<file path="src/rtl/uart_tx_arbiter.sv">
// Round-robin arbiter sharing one UART transmitter among NUM_REQ byte-stream requesters.
// A grant is held until the last byte, MAX_BURST bytes, or TIMEOUT idle cycles mid-packet.
module uart_tx_arbiter #(
    parameter int NUM_REQ   = 4,
    parameter int MAX_BURST = 16,
    parameter int TIMEOUT   = 1024
) (
    input  logic                 clk,
    input  logic                 rst_n,
    input  logic [NUM_REQ-1:0]   req_valid,
    input  logic [8*NUM_REQ-1:0] req_data,
    input  logic [NUM_REQ-1:0]   req_last,
    output logic [NUM_REQ-1:0]   req_ready,
    output logic                 uart_tx_start,
    output logic [7:0]           uart_tx_data,
    input  logic                 uart_tx_busy,
    output logic                 grant_valid,
    output logic [2:0]           grant_id,
    output logic                 err_timeout
);

    typedef enum logic [1:0] {
        S_IDLE,
        S_SEND,
        S_WAIT_BUSY,
        S_WAIT_DONE
    } state_e;

    state_e       state_q, state_d;
    logic [2:0]   grant_id_q, grant_id_d;
    logic         grant_valid_q, grant_valid_d;
    logic [2:0]   rr_ptr_q, rr_ptr_d;
    logic [7:0]   byte_cnt_q, byte_cnt_d;
    logic [15:0]  idle_cnt_q, idle_cnt_d;
    logic         last_flag_q, last_flag_d;
    logic [7:0]   tx_data_q, tx_data_d;
    logic         tx_start_q, tx_start_d;
    logic         err_timeout_q, err_timeout_d;

    logic [NUM_REQ-1:0]   gsel;
    logic [8*NUM_REQ-1:0] data_sh;
    logic                 g_valid;
    logic                 g_last;
    logic [7:0]           g_data;
    logic                 pick_found;
    logic [2:0]           pick_id;
    logic                 release_grant;

    // Signals of the currently granted requester
    always_comb begin
        gsel    = {{(NUM_REQ-1){1'b0}}, 1'b1} << grant_id_q;
        data_sh = req_data >> {grant_id_q, 3'b000};
        g_valid = |(req_valid & gsel);
        g_last  = |(req_last & gsel);
        g_data  = data_sh[7:0];
    end

    // First valid requester scanning from rr_ptr upward, wrapping at NUM_REQ
    always_comb begin : pick
        logic [3:0]         idx;
        logic [NUM_REQ-1:0] vshift;
        pick_found = 1'b0;
        pick_id    = '0;
        idx        = '0;
        vshift     = '0;
        for (int k = 0; k < NUM_REQ; k++) begin
            idx = {1'b0, rr_ptr_q} + 4'(k);
            if (idx >= 4'(NUM_REQ)) begin
                idx = idx - 4'(NUM_REQ);
            end
            vshift = req_valid >> idx;
            if (!pick_found && vshift[0]) begin
                pick_found = 1'b1;
                pick_id    = idx[2:0];
            end
        end
    end

    assign req_ready = (state_q == S_SEND && !uart_tx_busy) ? gsel : '0;

    always_comb begin
        state_d       = state_q;
        grant_id_d    = grant_id_q;
        grant_valid_d = grant_valid_q;
        rr_ptr_d      = rr_ptr_q;
        byte_cnt_d    = byte_cnt_q;
        idle_cnt_d    = idle_cnt_q;
        last_flag_d   = last_flag_q;
        tx_data_d     = tx_data_q;
        tx_start_d    = 1'b0;
        err_timeout_d = 1'b0;
        release_grant = 1'b0;

        case (state_q)
            S_IDLE: begin
                if (pick_found) begin
                    grant_id_d    = pick_id;
                    grant_valid_d = 1'b1;
                    byte_cnt_d    = '0;
                    idle_cnt_d    = '0;
                    state_d       = S_SEND;
                end
            end
            S_SEND: begin
                // A handshake always beats a timeout in the same cycle
                if (g_valid && !uart_tx_busy) begin
                    tx_data_d   = g_data;
                    tx_start_d  = 1'b1;
                    last_flag_d = g_last;
                    byte_cnt_d  = byte_cnt_q + 8'd1;
                    idle_cnt_d  = '0;
                    state_d     = S_WAIT_BUSY;
                end else if (!g_valid) begin
                    if (idle_cnt_q == 16'(TIMEOUT - 1)) begin
                        err_timeout_d = 1'b1;
                        release_grant = 1'b1;
                    end else begin
                        idle_cnt_d = idle_cnt_q + 16'd1;
                    end
                end
            end
            S_WAIT_BUSY: begin
                if (uart_tx_busy) begin
                    state_d = S_WAIT_DONE;
                end
            end
            S_WAIT_DONE: begin
                if (!uart_tx_busy) begin
                    if (last_flag_q || byte_cnt_q == 8'(MAX_BURST)) begin
                        release_grant = 1'b1;
                    end else begin
                        idle_cnt_d = '0;
                        state_d    = S_SEND;
                    end
                end
            end
            default: state_d = S_IDLE;
        endcase

        if (release_grant) begin
            grant_valid_d = 1'b0;
            grant_id_d    = '0;
            rr_ptr_d      = (grant_id_q == 3'(NUM_REQ - 1)) ? 3'd0 : grant_id_q + 3'd1;
            state_d       = S_IDLE;
        end
    end

    always_ff @(posedge clk or negedge rst_n) begin
        if (!rst_n) begin
            state_q       <= S_IDLE;
            grant_id_q    <= '0;
            grant_valid_q <= 1'b0;
            rr_ptr_q      <= '0;
            byte_cnt_q    <= '0;
            idle_cnt_q    <= '0;
            last_flag_q   <= 1'b0;
            tx_data_q     <= '0;
            tx_start_q    <= 1'b0;
            err_timeout_q <= 1'b0;
        end else begin
            state_q       <= state_d;
            grant_id_q    <= grant_id_d;
            grant_valid_q <= grant_valid_d;
            rr_ptr_q      <= rr_ptr_d;
            byte_cnt_q    <= byte_cnt_d;
            idle_cnt_q    <= idle_cnt_d;
            last_flag_q   <= last_flag_d;
            tx_data_q     <= tx_data_d;
            tx_start_q    <= tx_start_d;
            err_timeout_q <= err_timeout_d;
        end
    end

    assign uart_tx_start = tx_start_q;
    assign uart_tx_data  = tx_data_q;
    assign grant_valid   = grant_valid_q;
    assign grant_id      = grant_id_q;
    assign err_timeout   = err_timeout_q;

endmodule

</file>
<file path="config.mk">
export PLATFORM = sky130hd
export DESIGN_NAME = uart_tx_arbiter
export DESIGN_NICKNAME = d
export VERILOG_FILES = /design/src/rtl/uart_tx_arbiter.sv
export SDC_FILE = /design/constraint.sdc
export NUM_CORES = 1
export LEC_CHECK = 0
export CORE_MARGIN = 8
export CORE_UTILIZATION = 47
export CTS_CLUSTER_SIZE = 14
export DETAILED_ROUTE_END_ITERATION = 6
export PLACE_DENSITY = 0.77
export SLEW_MARGIN = 20
export SYNTH_ARGS = -nofsm -noshare
export SYNTH_HDL_FRONTEND = slang
export SYNTH_SLANG_ARGS = --single-unit
</file>
<file path="constraint.sdc">
create_clock -name clk -period 2.75 [get_ports clk]
set_input_delay 0.275 -clock clk [delete_from_list [all_inputs] [get_ports clk]]
set_output_delay 0.275 -clock clk [all_outputs]
set_load 0.01 [all_outputs]
</file>
# Word level (Yosys, flattened, before mapping)
# Cells that the tools add are included.
[word_totals] reg_bits=44 latch_bits=0 ram_bits=0 romBits=0 input_bits=43 output_inout_bits=18 elab_cells=117 n_memories=0
[classes] n_addsub=10 mul=0 div=0 order_cmp=4 n_eq_ne=17 shift=6 n_mux=46 n_bitwise=2 n_reduce_logical=22
[ops] op="16-bit two-way mux" n=6
[ops] op="16-bit one-hot mux with 3 select lines" n=1
[ops] op="32-bit by 6-bit >> shifter with 8-bit output" n=1
[ops] op="3-bit two-way mux" n=8
[ops] op="4-bit two-way mux" n=5
[ops] op="16-bit by 1-bit adder with 16-bit output, second input constant" n=1
[ops] op="16-bit by 10-bit equality test with 1-bit output, second input constant" n=1
[ops] op="8-bit two-way mux" n=2
[ops] op="8-bit one-hot mux with 2 select lines" n=1
[ops] op="4-bit by 4-bit >> shifter with 1-bit output" n=4
[ops] op="1-bit two-way mux" n=15
[ops] op="3-bit != test, second input constant" n=5
[ops] op="4-bit by 3-bit greater-or-equal comparator with 1-bit output, second input constant" n=3
[ops] op="2-bit two-way mux" n=6
[ops] op="4-bit by 3-bit subtractor with 4-bit output, second input constant" n=3
[ops] op="3-bit by 2-bit adder with 4-bit output, second input constant" n=2
[ops] op="8-bit by 1-bit adder with 8-bit output, second input constant" n=1
[ops] op="4-bit AND" n=2
[ops] op="8-bit by 5-bit equality test with 1-bit output, second input constant" n=1
[ops] op="2-bit one-hot mux with 4 select lines" n=1
[ops] op="4-bit OR reduction" n=2
[ops] op="2-bit != test, second input constant" n=3
[ops] op="3-bit by 2-bit != test with 1-bit output, second input constant" n=2
[ops] op="6-bit AND reduction" n=1
[ops] op="19 further kinds" n=30

# Logic depth before layout (Yosys ltp)
# Gate-level depths: netlist of the first run.
[logic_depth] ltp_word=16 mapped_depth=11 depth_no_buf=8

# Least setup slack after synthesis of the first run
# OpenSTA, ideal clock, no wires.
[synth_path] path_type="reg-to-reg" from="register grant_id_q[0] (netlist: grant_id[0])" to="register idle_cnt_q[12]" setup_ns=0.104 t_arrival_ns=2.644 required_time_ns=2.646 setup_slack_ns=0.002 path_stages_with_launch=11 path_buffers=2 period_less_slack_ns=2.748 cell_sequence="dfrtp_1 > clkbuf_1 > inv_1 > ha_1 > a22oi_1 > a21oi_1 > o211ai_1 > nand3_4 > or2_1 > buf_6 > o41ai_2"
[synth_between] elab_chain_len=6 word_cells_on_any_way=9 classes_between="2 x eq/ne; 1 x shift; 2 x mux; 1 x bitwise; 3 x reduce/logical"
[synth_rtl] item="start: declaration" line_no="30" text="logic [2:0] grant_id_q, grant_id_d;"
[synth_rtl] item="start signal: assignment" line_no="162" text="grant_id_q <= grant_id_d;"
[synth_rtl] item="1-bit by 3-bit left shift with 4-bit output *" line_no="51" text="gsel = {{(NUM_REQ-1){1'b0}}, 1'b1} << grant_id_q;"
[synth_rtl] item="4-bit AND *" line_no="53" text="g_valid = |(req_valid & gsel);"
[synth_rtl] item="4-bit OR reduction *" line_no="53"
[synth_rtl] item="1-bit logical AND" line_no="106" text="if (g_valid && !uart_tx_busy) begin"
[synth_rtl] item="3-bit != test (no source line) (tied with other cells)"
[synth_rtl] item="6-bit AND reduction (no source line) / 16-bit one-hot mux with 3 select lines (equally long branches)"
[synth_rtl] item="end signal: assignment" line_no="166" text="idle_cnt_q <= idle_cnt_d;"
[synth_rtl] item="end: declaration" line_no="34" text="logic [15:0] idle_cnt_q, idle_cnt_d;"
# Mark *: on every way between the ends. The rest lies on a longest branch, timed or not.
# A chain may end at the register's enable or synchronous reset.

# Final worst setup path of the first run
[layout_path] from="register rr_ptr_q[0]" to="register state_q[1]"
[layout_between] elab_chain_len=15 word_cells_on_any_way=31 classes_between="7 x add/sub; 4 x order compare; 1 x eq/ne; 4 x shift; 8 x mux; 7 x reduce/logical"
[layout_rtl] item="start: declaration" line_no="32" text="logic [2:0] rr_ptr_q, rr_ptr_d;"
[layout_rtl] item="start signal: assignment" line_no="164" text="rr_ptr_q <= rr_ptr_d;"
[layout_rtl] item="parallel branches: the longest is 12 deep, another holds 3-bit by 1-bit adder with 4-bit output"
[layout_rtl] item="1-bit two-way mux *" line_no="72" text="if (!pick_found && vshift[0]) begin"
[layout_rtl] item="3-bit != test (no source line) *"
[layout_rtl] item="5-bit AND reduction (no source line) *"
[layout_rtl] item="end signal: assignment" line_no="161" text="state_q <= state_d;"
[layout_rtl] item="end: declaration" line_no="29" text="state_e state_q, state_d;"
# Every way passes the cells marked *.

==> results of run 1 <==
final cells by class:
| class | count | area [µm²] |
|---|---|---|
| clock buffers | 7 | 86.3 |
| clock inverters | 1 | 7.51 |
| fillers | 535 | 2440 |
| inverters | 17 | 63.8 |
| multi-input cells | 240 | 1720 |
| flip-flops and latches | 44 | 1100 |
| well taps | 77 | 96.3 |
| repair buffers | 73 | 696 |
path summary, 6_finish.rpt:
path / startpoint / end / slack (ns) / cells after the start
worst max-delay path: rr_ptr_q[0] / state_q[1] / 0.21 / 8
worst min-delay path: rst_n / byte_cnt_q[7] / -0.04 / 1
worst max register to register: rr_ptr_q[0] / state_q[1] / 0.21 / 8
worst min register to register: uart_tx_data[4] / uart_tx_data[4] / 0.48 / 2
max in group asynchronous: rst_n / rr_ptr_q[1] / 2.41 / 1
min in group clk: uart_tx_data[4] / uart_tx_data[4] / 0.48 / 2
power by group:
group / total [mW] / internal (mW) / switching (mW)
Clock: 0.421 / 0.204 / 0.217
Combinational: 1.85 / 0.859 / 0.987
Sequential: 0.967 / 0.815 / 0.152
cell usage after synthesis, types with 3 or more instances:
cell | instances | area (µm²)
buf_2 | 3 | 15.0
o31ai_1 | 8 | 60.1
ha_1 | 13 | 163
o211ai_1 | 6 | 45.0
o21ai_0 | 28 | 140
and3_1 | 6 | 37.5
nand2b_1 | 5 | 31.3
and2_1 | 9 | 56.3
nand2_1 | 46 | 173
dfrtp_1 | 44 | 1100
nor2_1 | 15 | 56.3
clkbuf_1 | 7 | 26.3
nor3_1 | 5 | 25.0
nand4b_1 | 3 | 26.3
inv_1 | 16 | 60.1
or3_1 | 4 | 25.0
mux2i_1 | 6 | 60.1
a21oi_1 | 8 | 40.0
a22o_1 | 3 | 26.3
nand4_1 | 7 | 43.8
nand3_1 | 12 | 60.1
nor4_1 | 3 | 18.8
mux4_2 | 8 | 180
per-layer routing:
layer	vias up	share of wire (%)
met5	-	0
met2	58	49
met1	1299	45
met3	8	4.9
li1	1298	-
met4	0	1.1
cells by family after synthesis:
group | count (synthesis)
DFF | 44
and+or+nand+nor | 129
xor gates and xnor gates | 1
adders and majority gates | 13
buffers and inverters | 30
muxes | 17
AOI/OAI and AO/OA | 80
flip-flops by register name, indices dropped and copies added, names as in the netlist:
register / cells
uart_tx_start: 1
uart_tx_data: 8
idle_cnt_q: 16
grant_valid: 1
grant_id: 3
last_flag_q: 1
rr_ptr_q: 3
state_q: 2
err_timeout: 1
byte_cnt_q: 8
==> metrics.md, run 1 <==
| Metric | Value |
|---|---|
| GR Layer Usage met1 | 22.1% |
| GRT overflow | 0 |
| Compound-Gate Fraction of Synth Area | 19.6% |
| Power consumption | 3.23 mW |
| Global-route wire length before repair | 12600 µm |
| Cells after synthesis | 314 |
| Number of antenna violations at the first check in global routing | 0 |
| CTS Hold Bufs | 0 |
| Total vias in the final route | 2663 |
| Most frequent cells in the layout | 59 x clkdlybuf4s50_1, 46 x nand2_1, 44 x dfrtp_1 |
| H-Tree Depth | 2 |
| Vert. Die Dim | 95.2 µm |
| Slew @ Worst Pin | 0.705 ns |
| Post-route minimum period | 2.54 ns |
| Largest net degree at the start of global routing | 45 |
| Required time worst endpoint | 2.94 ns |
| Register bit total from synthesis | 44 |
| Nature of the critical path endpoint | register |
| Status | finished, violations left |
| MaxCap Viol Count | 0 |
| Worst slack at placement | 0.131 ns |
| Final setup viols | 0 |
| Skew final | 0.0111 ns |
| 1st-iter DRT viols | 121 |
| Met3 Usage GRT | 3.23% |
| Post-Synthesis Cell Area | 0.00295 mm² |
| DP Area | 0.00367 mm² |
| Finished Cell Area | 0.00377 mm² |
| Failing checks | hold timing |
| CP max stage cell | or3_1 |
| Worst IR Drop VDD | 0.000421 V |
| Routed wire length | 7500 µm |
| Initial Utilization | 47.5% |
| Core footprint | 0.00620 mm² |
| CP Cell Sequence | inv_1 -> ha_1 -> or3_1 -> o311ai_2 -> o2111ai_4 -> and2_1 -> nand2_1 -> mux2_2 |
| Final period util | 92.5% |
| Fmax | 0.393 GHz |
| Type of origin of the critical path | register |
| RSZ-0062 raised after global routing | no |
| Cell count after placement | 451 |
| Final Hold Fails | 44 |
| GRT Util Overall | 17.3% |
| HP Class | in2async |
| PortBufs | 60 |
| Syn Area/Cell | 9.39 µm² |
| Layout cells sized above 1 | 10.5% |
| Count of cell types in the netlist | 62 |
| Routed Antenna Nets | 0 |
| Leak | 1.62 nW |
| Mux contribution to synthesized area | 9.80% |
| Largest family of logic cells by synthesized area | simple AND/OR/NAND/NOR gates |
| FFs w/ async S/R, synth | 100% |
| First drt pass iteration count | 4 |
| Area growth from synthesis to layout | 27.7% |
| Pwr Density | 858 mW/mm² |
| Post-synth EDFFs | 0 |
| Sequential cell area fraction in the yosys report | 37.3% |
| Clock Pin Slew Worst Setup and Hold Paths | 0.08 ns |
| Fin Setup TNS | 0 ns |
| Clock root cell | clkbuf_8 |
| Worst-path fanout max | 6 |
| Post-CTS setup buffers | 0 |
| Top Ports | 61 |
| Via density | 5.80 |
| Die footprint | 0.00906 mm² |
| CTS Buffer Depth | 2 |
| Post-Synth Adder-Cell Area | 5.52% |
| Final core utilization | 60.7% |
| WP data arrival | 2.73 ns |
| Top_reg_cell synth | dfrtp_1 |
| Final HPWL from detailed placement | 5780 µm |
| Synthesis Warnings | 0 |
| RePlAce Congestion | 0.884 |
| Critical path's top delay family | simple AND/OR/NAND/NOR gates |
| Final Max Tran Viols | 0 |
| Critical Path Max Stage Delay | 0.44 ns |
| Synthesized Nets | 370 |
| N_diodes | 0 |
| Worst-Skew Late Latency | 0.30 ns |
| XOR/XNOR share of the synthesized area | 0.297% |
| CTS tree | done |
| Met2 usage | 29.5% |
| Critical setup path kind | reg2reg |
| Clk sinks | 44 |
| DR WL/cell | 16.3 µm |
| Worst Setup Slack, final | 0.205 ns |
| Num CTS Buffers | 5 |
| Grt peak-use layer | met2 |
| Rows | 29 |
| Simple-Gate Fraction of Synth Area | 23.0% |
| Post-CTS resize count | 0 |
| Commonest non-fill, non-tap cell in the layout | clkdlybuf4s50_1 |
| Vias in the first global route | 2581 |
| Final #Nets | 437 |
| Hold Slack | -0.0421 ns |
| Worst slew margin | 52.8% |
| Drt drc | 0 |
| Die width | 95.2 µm |
| WP buf/inv | 1 |
| Post-Layout Cell Count | 459 |
Note: power is estimated with default switching activity, not from simulation.
==> inputs of run 2 (changes only) <==
CORE_ASPECT_RATIO = 0.8   (was default)
HOLD_SLACK_MARGIN = 0.12   (was default)
==> metrics.md, run 2 (synthesis gave the netlist of run 1 again) <==
| Metric | Value |
|---|---|
| Status | complete, no violations |
| Biggest register | idle_cnt_q |
| Critical path's top delay family | simple AND/OR/NAND/NOR gates |
| RePlAce Congestion | 0.852 (-3.6%) |
| Final #Nets | 434 (-0.69%) |
| Post-CTS setup buffers | 0 (unchanged) |
| Final core utilization | 62.9% (+2.2 points) |
| CP max stage cell | or3_1 |
| Seq pwr share | 29.9% (about the same) |
| Clock Pin Slew Worst Setup and Hold Paths | 0.09 ns (about the same) |
| Post-CTS resize count | 0 (unchanged) |
| Post-route minimum period | 2.57 ns (+0.0288 ns) |
| Clock root cell | clkbuf_8 |
| Area growth from synthesis to layout | 27.4% |
| Fmax | 0.389 GHz (-1.1%) |
| Final Hold Fails | 0 (-100%) |
| Worst slew margin | 53.2% (+0.41 points) |
| Worst IR Drop VDD | 0.000580 V (+38%) |
| Total vias in the final route | 2661 (-0.075%) |
| Largest net degree at the start of global routing | 45 (unchanged) |
| Finished Cell Area | 0.00376 mm² (-0.30%) |
| H-Tree Depth | 2 (unchanged) |
| Core footprint | 0.00597 mm² (-3.7%) |
| WP buf/inv | 1 (unchanged) |
| Rows | 25 (-14%) |
| Die width | 105 µm (+9.8%) |
| Nature of the critical path endpoint | register |
| GRT Util Overall | 16.6% (-0.67 points) |
| R2R Path Start | rr_ptr_q[0] |
| HP Class | reg2reg |
| Multi-input logic area | 0.00172 mm² (unchanged) |
| Worst-Skew Late Latency | 0.30 ns (about the same) |
| Cell count after placement | 451 (unchanged) |
| Internal | 1.85 mW (-1.2%) |
| Register area | 0.00110 mm² (unchanged) |
| Via density | 5.78 (-0.29%) |
| Critical Path Max Stage Delay | 0.44 ns (about the same) |
| Leak | 1.61 nW (-1.0%) |
| MaxCap Viol Count | 0 (unchanged) |
| Vert. Die Dim | 86.9 µm (-8.8%) |
| Critical Path Source | rr_ptr_q[0] |
| DR WL/cell | 16.4 µm (+0.18%) |
| Comb power frac | 56.9% (-0.2 points) |
| Fillers | 496 (-7.3%) |
| Type of origin of the critical path | register |
| Commonest non-fill, non-tap cell in the layout | clkdlybuf4s50_1 |
| Die footprint | 0.00908 mm² (+0.18%) |
| Switching power | 1.38 mW (+1.6%) |
| Critical setup path kind | reg2reg |
| Layout cells sized above 1 | 9.76% (-0.71 points) |
| Hold path startpoint | uart_tx_data[5] |
| Final setup viols | 0 (unchanged) |
| Routed wire length | 7530 µm (+0.40%) |
| N_diodes | 0 (unchanged) |
| PortBufs | 60 (unchanged) |
| Final period util | 93.6% (+1.0 points) |
| CP Cell Sequence | inv_1 -> ha_1 -> or3_1 -> o311ai_2 -> o2111ai_4 -> and2_1 -> nand2_1 -> mux2_2 |
| Sw Share | 42.6% (+0.70 points) |
| Required time worst endpoint | 2.93 ns (about the same) |
| First drt pass iteration count | 4 (unchanged) |
| CTS Buffer Depth | 2 (unchanged) |
| Pwr Density | 861 mW/mm² (+0.27%) |
| Global-route wire length before repair | 12400 µm (-1.5%) |
| 1st-iter DRT viols | 159 (+31%) |
| Worst Setup Slack, final | 0.176 ns (-0.0288 ns) |
| Num CTS Buffers | 5 (unchanged) |
| Top Ports | 61 (unchanged) |
| WP data arrival | 2.75 ns (+0.02 ns) |
| Worst-path fanout max | 5 (-1) |
| Vias in the first global route | 2520 (-2.4%) |
| CTS Hold Bufs | 0 (unchanged) |
| Power consumption | 3.23 mW (about the same) |
| Drt drc | 0 (unchanged) |
| DP Area | 0.00365 mm² (-0.68%) |
| Skew final | 0.00909 ns (-0.00200 ns) |
| Fin Setup TNS | 0 ns (unchanged) |
| Post-Layout Cell Count | 460 (+0.22%) |
| Slew @ Worst Pin | 0.699 ns (-0.00607 ns) |
| CTS tree | done |
| Final Max Tran Viols | 0 (unchanged) |
| GRT overflow | 0 (unchanged) |
| Clk sinks | 44 (unchanged) |
| Hold Slack | 0.489 ns (+0.531 ns) |
| Number of antenna violations at the first check in global routing | 0 (unchanged) |
| Final HPWL from detailed placement | 5900 µm (+2.1%) |
| Initial Utilization | 49.4% (+1.8 points) |
| RSZ-0062 raised after global routing | no |
| Clock power frac | 13.2% (+0.2 points) |
| Worst slack at placement | 0.139 ns (+0.00821 ns) |
| Max FFs per register | 16 (unchanged) |
| Most frequent cells in the layout | 59 x clkdlybuf4s50_1, 46 x nand2_1, 44 x dfrtp_1 |
| Routed Antenna Nets | 0 (unchanged) |
-- run 2: worst min-delay path, stage by stage, from the launching register on --
cell and delay (ns):
dfrtp_1 0.35, nand2_1 0.05, o21ai_0 0.06
-- run 2: power by group through the flow --
stage          Sequential [mW]  Combinational [mW]  Clock (mW)
3_3_place_gp             0.964                1.77           0
2_1_floorplan            0.979                1.20           0
5_1_grt                  0.990                2.02       0.471
6_report                 0.966                1.84       0.426
3_5_place_dp             0.976                1.83           0
4_1_cts                  0.965                1.84       0.439
-- run 2: worst paths after layout --
path / slack [ns] / endpoint / cells after the start
max in group asynchronous: 1.84 / byte_cnt_q[2] / 2
min in group asynchronous: 0.52 / uart_tx_start / 2
min: 0.49 / uart_tx_data[5] / 2
max: 0.18 / state_q[1] / 8
min reg2reg: 0.49 / uart_tx_data[5] / 2
max reg2reg: 0.18 / state_q[1] / 8
-- run 2: final cells by class --
type | instances | share of cell area [%]
flip-flops and latches | 44 | 29.3
clock buffers | 6 | 2.20
repair buffers | 70 | 18.0
multi-input cells | 240 | 45.7
clock inverters | 2 | 0.400
inverters | 17 | 1.70
well taps | 81 | 2.70
-- run 2: layer usage --
layer | up-vias | global-route usage, % | share of wire [%]
met5 | - | 0 | 0
met4 | 0 | 3.54 | 0.56
met3 | 5 | 3.33 | 4.9
met2 | 85 | 27.2 | 45
met1 | 1276 | 22.2 | 49
li1 | 1295 | - | -
==> inputs of run 3 (changes only) <==
GPL_TIMING_DRIVEN = 0   (was default)
==> metrics.md, run 3 (synthesis gave the netlist of run 1 again) <==
| Metric | Value |
|---|---|
| HP Class | reg2reg |
| Required time worst endpoint | 2.99 ns (+0.06 ns) |
| Clk sinks | 44 (unchanged) |
| Layout cells sized above 1 | 11.0% (+1.2 points) |
| Biggest register | idle_cnt_q |
| Num CTS Buffers | 5 (unchanged) |
| Routed Antenna Nets | 0 (unchanged) |
| Hold path startpoint | uart_tx_data[1] |
| Vias in the first global route | 2673 (+6.1%) |
| Worst Setup Slack, final | 0.174 ns (-0.00238 ns) |
| Max FFs per register | 16 (unchanged) |
| Most used cell, CP | nand2_1 |
| Power consumption | 3.26 mW (+0.81%) |
| Critical Path Source | grant_id[1] |
| Routed wire length | 7800 µm (+3.6%) |
| Area growth from synthesis to layout | 29.2% |
| Finished Cell Area | 0.00381 mm² (+1.5%) |
| Final Max Tran Viols | 0 (unchanged) |
| DP Area | 0.00367 mm² (+0.75%) |
| Final HPWL from detailed placement | 6070 µm (+2.9%) |
| Drt drc | 0 (unchanged) |
| 1st-iter DRT viols | 160 (+0.63%) |
| RSZ-0062 raised after global routing | yes |
| Largest net degree at the start of global routing | 24 (-47%) |
| Worst IR Drop VDD | 0.000533 V (-8.1%) |
| Die footprint | 0.00908 mm² (unchanged) |
| Fmax | 0.388 GHz (about the same) |
| Core footprint | 0.00597 mm² (unchanged) |
| Worst slew margin | 51.8% (-1.4 points) |
| GRT Util Overall | 17.5% (+0.90 points) |
| Final Hold Fails | 0 (unchanged) |
| Post-Layout Cell Count | 463 (+0.65%) |
| Type of origin of the critical path | register |
| Number of antenna violations at the first check in global routing | 0 (unchanged) |
| Critical setup path kind | reg2reg |
| Critical path's top delay family | simple AND/OR/NAND/NOR gates |
| WP buf/inv | 3 (+2) |
| Vert. Die Dim | 86.9 µm (unchanged) |
| Clock root cell | clkbuf_8 |
| Cell count after placement | 456 (+1.1%) |
| Initial Utilization | 49.4% (unchanged) |
| Nature of the critical path endpoint | register |
| Clock Pin Slew Worst Setup and Hold Paths | 0.08 ns (about the same) |
| PortBufs | 60 (unchanged) |
| CTS tree | done |
| Pwr Density | 855 mW/mm² (-0.65%) |
| Final #Nets | 437 (+0.69%) |
| MaxCap Viol Count | 0 (unchanged) |
| Worst-path fanout max | 10 (+5) |
| Final setup viols | 0 (unchanged) |
| Fillers | 487 (-1.8%) |
| R2R Path Start | grant_id[1] |
| Worst slack at placement | -0.431 ns (-0.570 ns) |
| Total vias in the final route | 2759 (+3.7%) |
| Skew final | 0.00562 ns (-0.00347 ns) |
| GRT overflow | 0 (unchanged) |
| Most frequent cells in the layout | 59 x clkdlybuf4s50_1, 46 x nand2_1, 43 x dfrtp_1 |
| Post-route minimum period | 2.58 ns (+0.00238 ns) |
| CTS Buffer Depth | 2 (unchanged) |
| CP max stage cell | or4b_1 |
| Final period util | 93.7% (about the same) |
| RePlAce Congestion | 0.869 (+2.0%) |
| Slew @ Worst Pin | 0.719 ns (+0.0203 ns) |
| N_diodes | 0 (unchanged) |
| Leak | 1.62 nW (+1.0%) |
| Critical Path Max Stage Delay | 0.53 ns (+0.09 ns) |
| Via density | 5.96 (+3.0%) |
| Die width | 105 µm (unchanged) |
| First drt pass iteration count | 4 (unchanged) |
| Rows | 25 (unchanged) |
| Global-route wire length before repair | 13200 µm (+6.2%) |
| Worst-Skew Late Latency | 0.30 ns (about the same) |
| Status | complete, no violations |
| DR WL/cell | 16.8 µm (+2.9%) |
| H-Tree Depth | 2 (unchanged) |
| CP Cell Sequence | buf_4 -> inv_1 -> ha_1 -> a22oi_2 -> a211o_1 -> nand2_1 -> buf_2 -> nand2_1 -> or4b_1 -> nand3_1 |
| Top Ports | 61 (unchanged) |
| Commonest non-fill, non-tap cell in the layout | clkdlybuf4s50_1 |
| WP data arrival | 2.81 ns (+0.06 ns) |
run 3: changes by cell type in the layout (fill, tap and decap cells not counted), moves of 2 or more:
| cell | previous run | this run |
|---|---|---|
| buf_4 | 10 | 1 |
| buf_2 | 0 | 4 |
| clkbuf_1 | 0 | 4 |
| buf_6 | 0 | 2 |
| clkinvlp_4 | 2 | 0 |
run 3: what timing repair did:
item                                    4_1_cts  5_1_grt
resized for setup                             5       14
endpoints found under the setup margin       43       33
pin swaps                                     0        2
endpoints found under the hold margin        21        0
gates cloned                                  0        0
hold buffers                                  1        0
buffers inserted                              0        0
run 3: per-stage QoR:
| stage | TNS, ns | hold slack, ns | util, % |
|---|---|---|---|
| floorplan | 0 | -0.0206 | - |
| global placement | -6.16 | 0.464 | 61.1 |
| detailed placement | -9.51 | 0.290 | 61.5 |
| CTS | 0 | 0.489 | 63.2 |
| global route | -0.00119 | 0.518 | 63.8 |
| finish | 0 | 0.482 | 63.8 |
run 3: final cells by class:
cell class / instances / area [µm²] / area share (%)
well taps: 81 / 101 / 2.66
repair buffers: 62 / 633 / 16.6
inverters: 17 / 63.8 / 1.67
flip-flops and latches: 44 / 1100 / 28.9
clock buffers: 8 / 90.1 / 2.36
multi-input cells: 240 / 1740 / 45.8
plain buffers: 11 / 76.3 / 2.00
run 3: final timing paths:
path,to,slack (ns),cells past startpoint
setup / recovery,byte_cnt_q[6],0.17,10
hold / removal,uart_tx_data[1],0.48,2
setup reg to reg,byte_cnt_q[6],0.17,10
hold reg to reg,uart_tx_data[1],0.48,2
max in group asynchronous,rr_ptr_q[1],1.71,3
min in group asynchronous,idle_cnt_q[8],0.51,2
run 3: worst register-to-register path, stage by stage (launching register included):
cell	delay, ns
dfrtp_1	0.42
buf_4	0.20
inv_1	0.09
ha_1	0.22
a22oi_2	0.12
a211o_1	0.34
nand2_1	0.10
buf_2	0.24
nand2_1	0.17
or4b_1	0.53
nand3_1	0.09
run 3: layer usage:
metal | GRT usage (%) | share of wire [%]
met1 | 23.5 | 48
met2 | 28.2 | 45
met3 | 3.62 | 6.3
met4 | 4.06 | 0.85
met5 | 0 | 0
run 3: where the power goes:
group | switching, mW | leakage, nW | internal (mW)
sequential | 0.168 | 0.582 | 0.817
clock | 0.212 | 0.0455 | 0.205
combinational | 1.02 | 0.997 | 0.842
total | 1.40 | 1.62 | 1.86
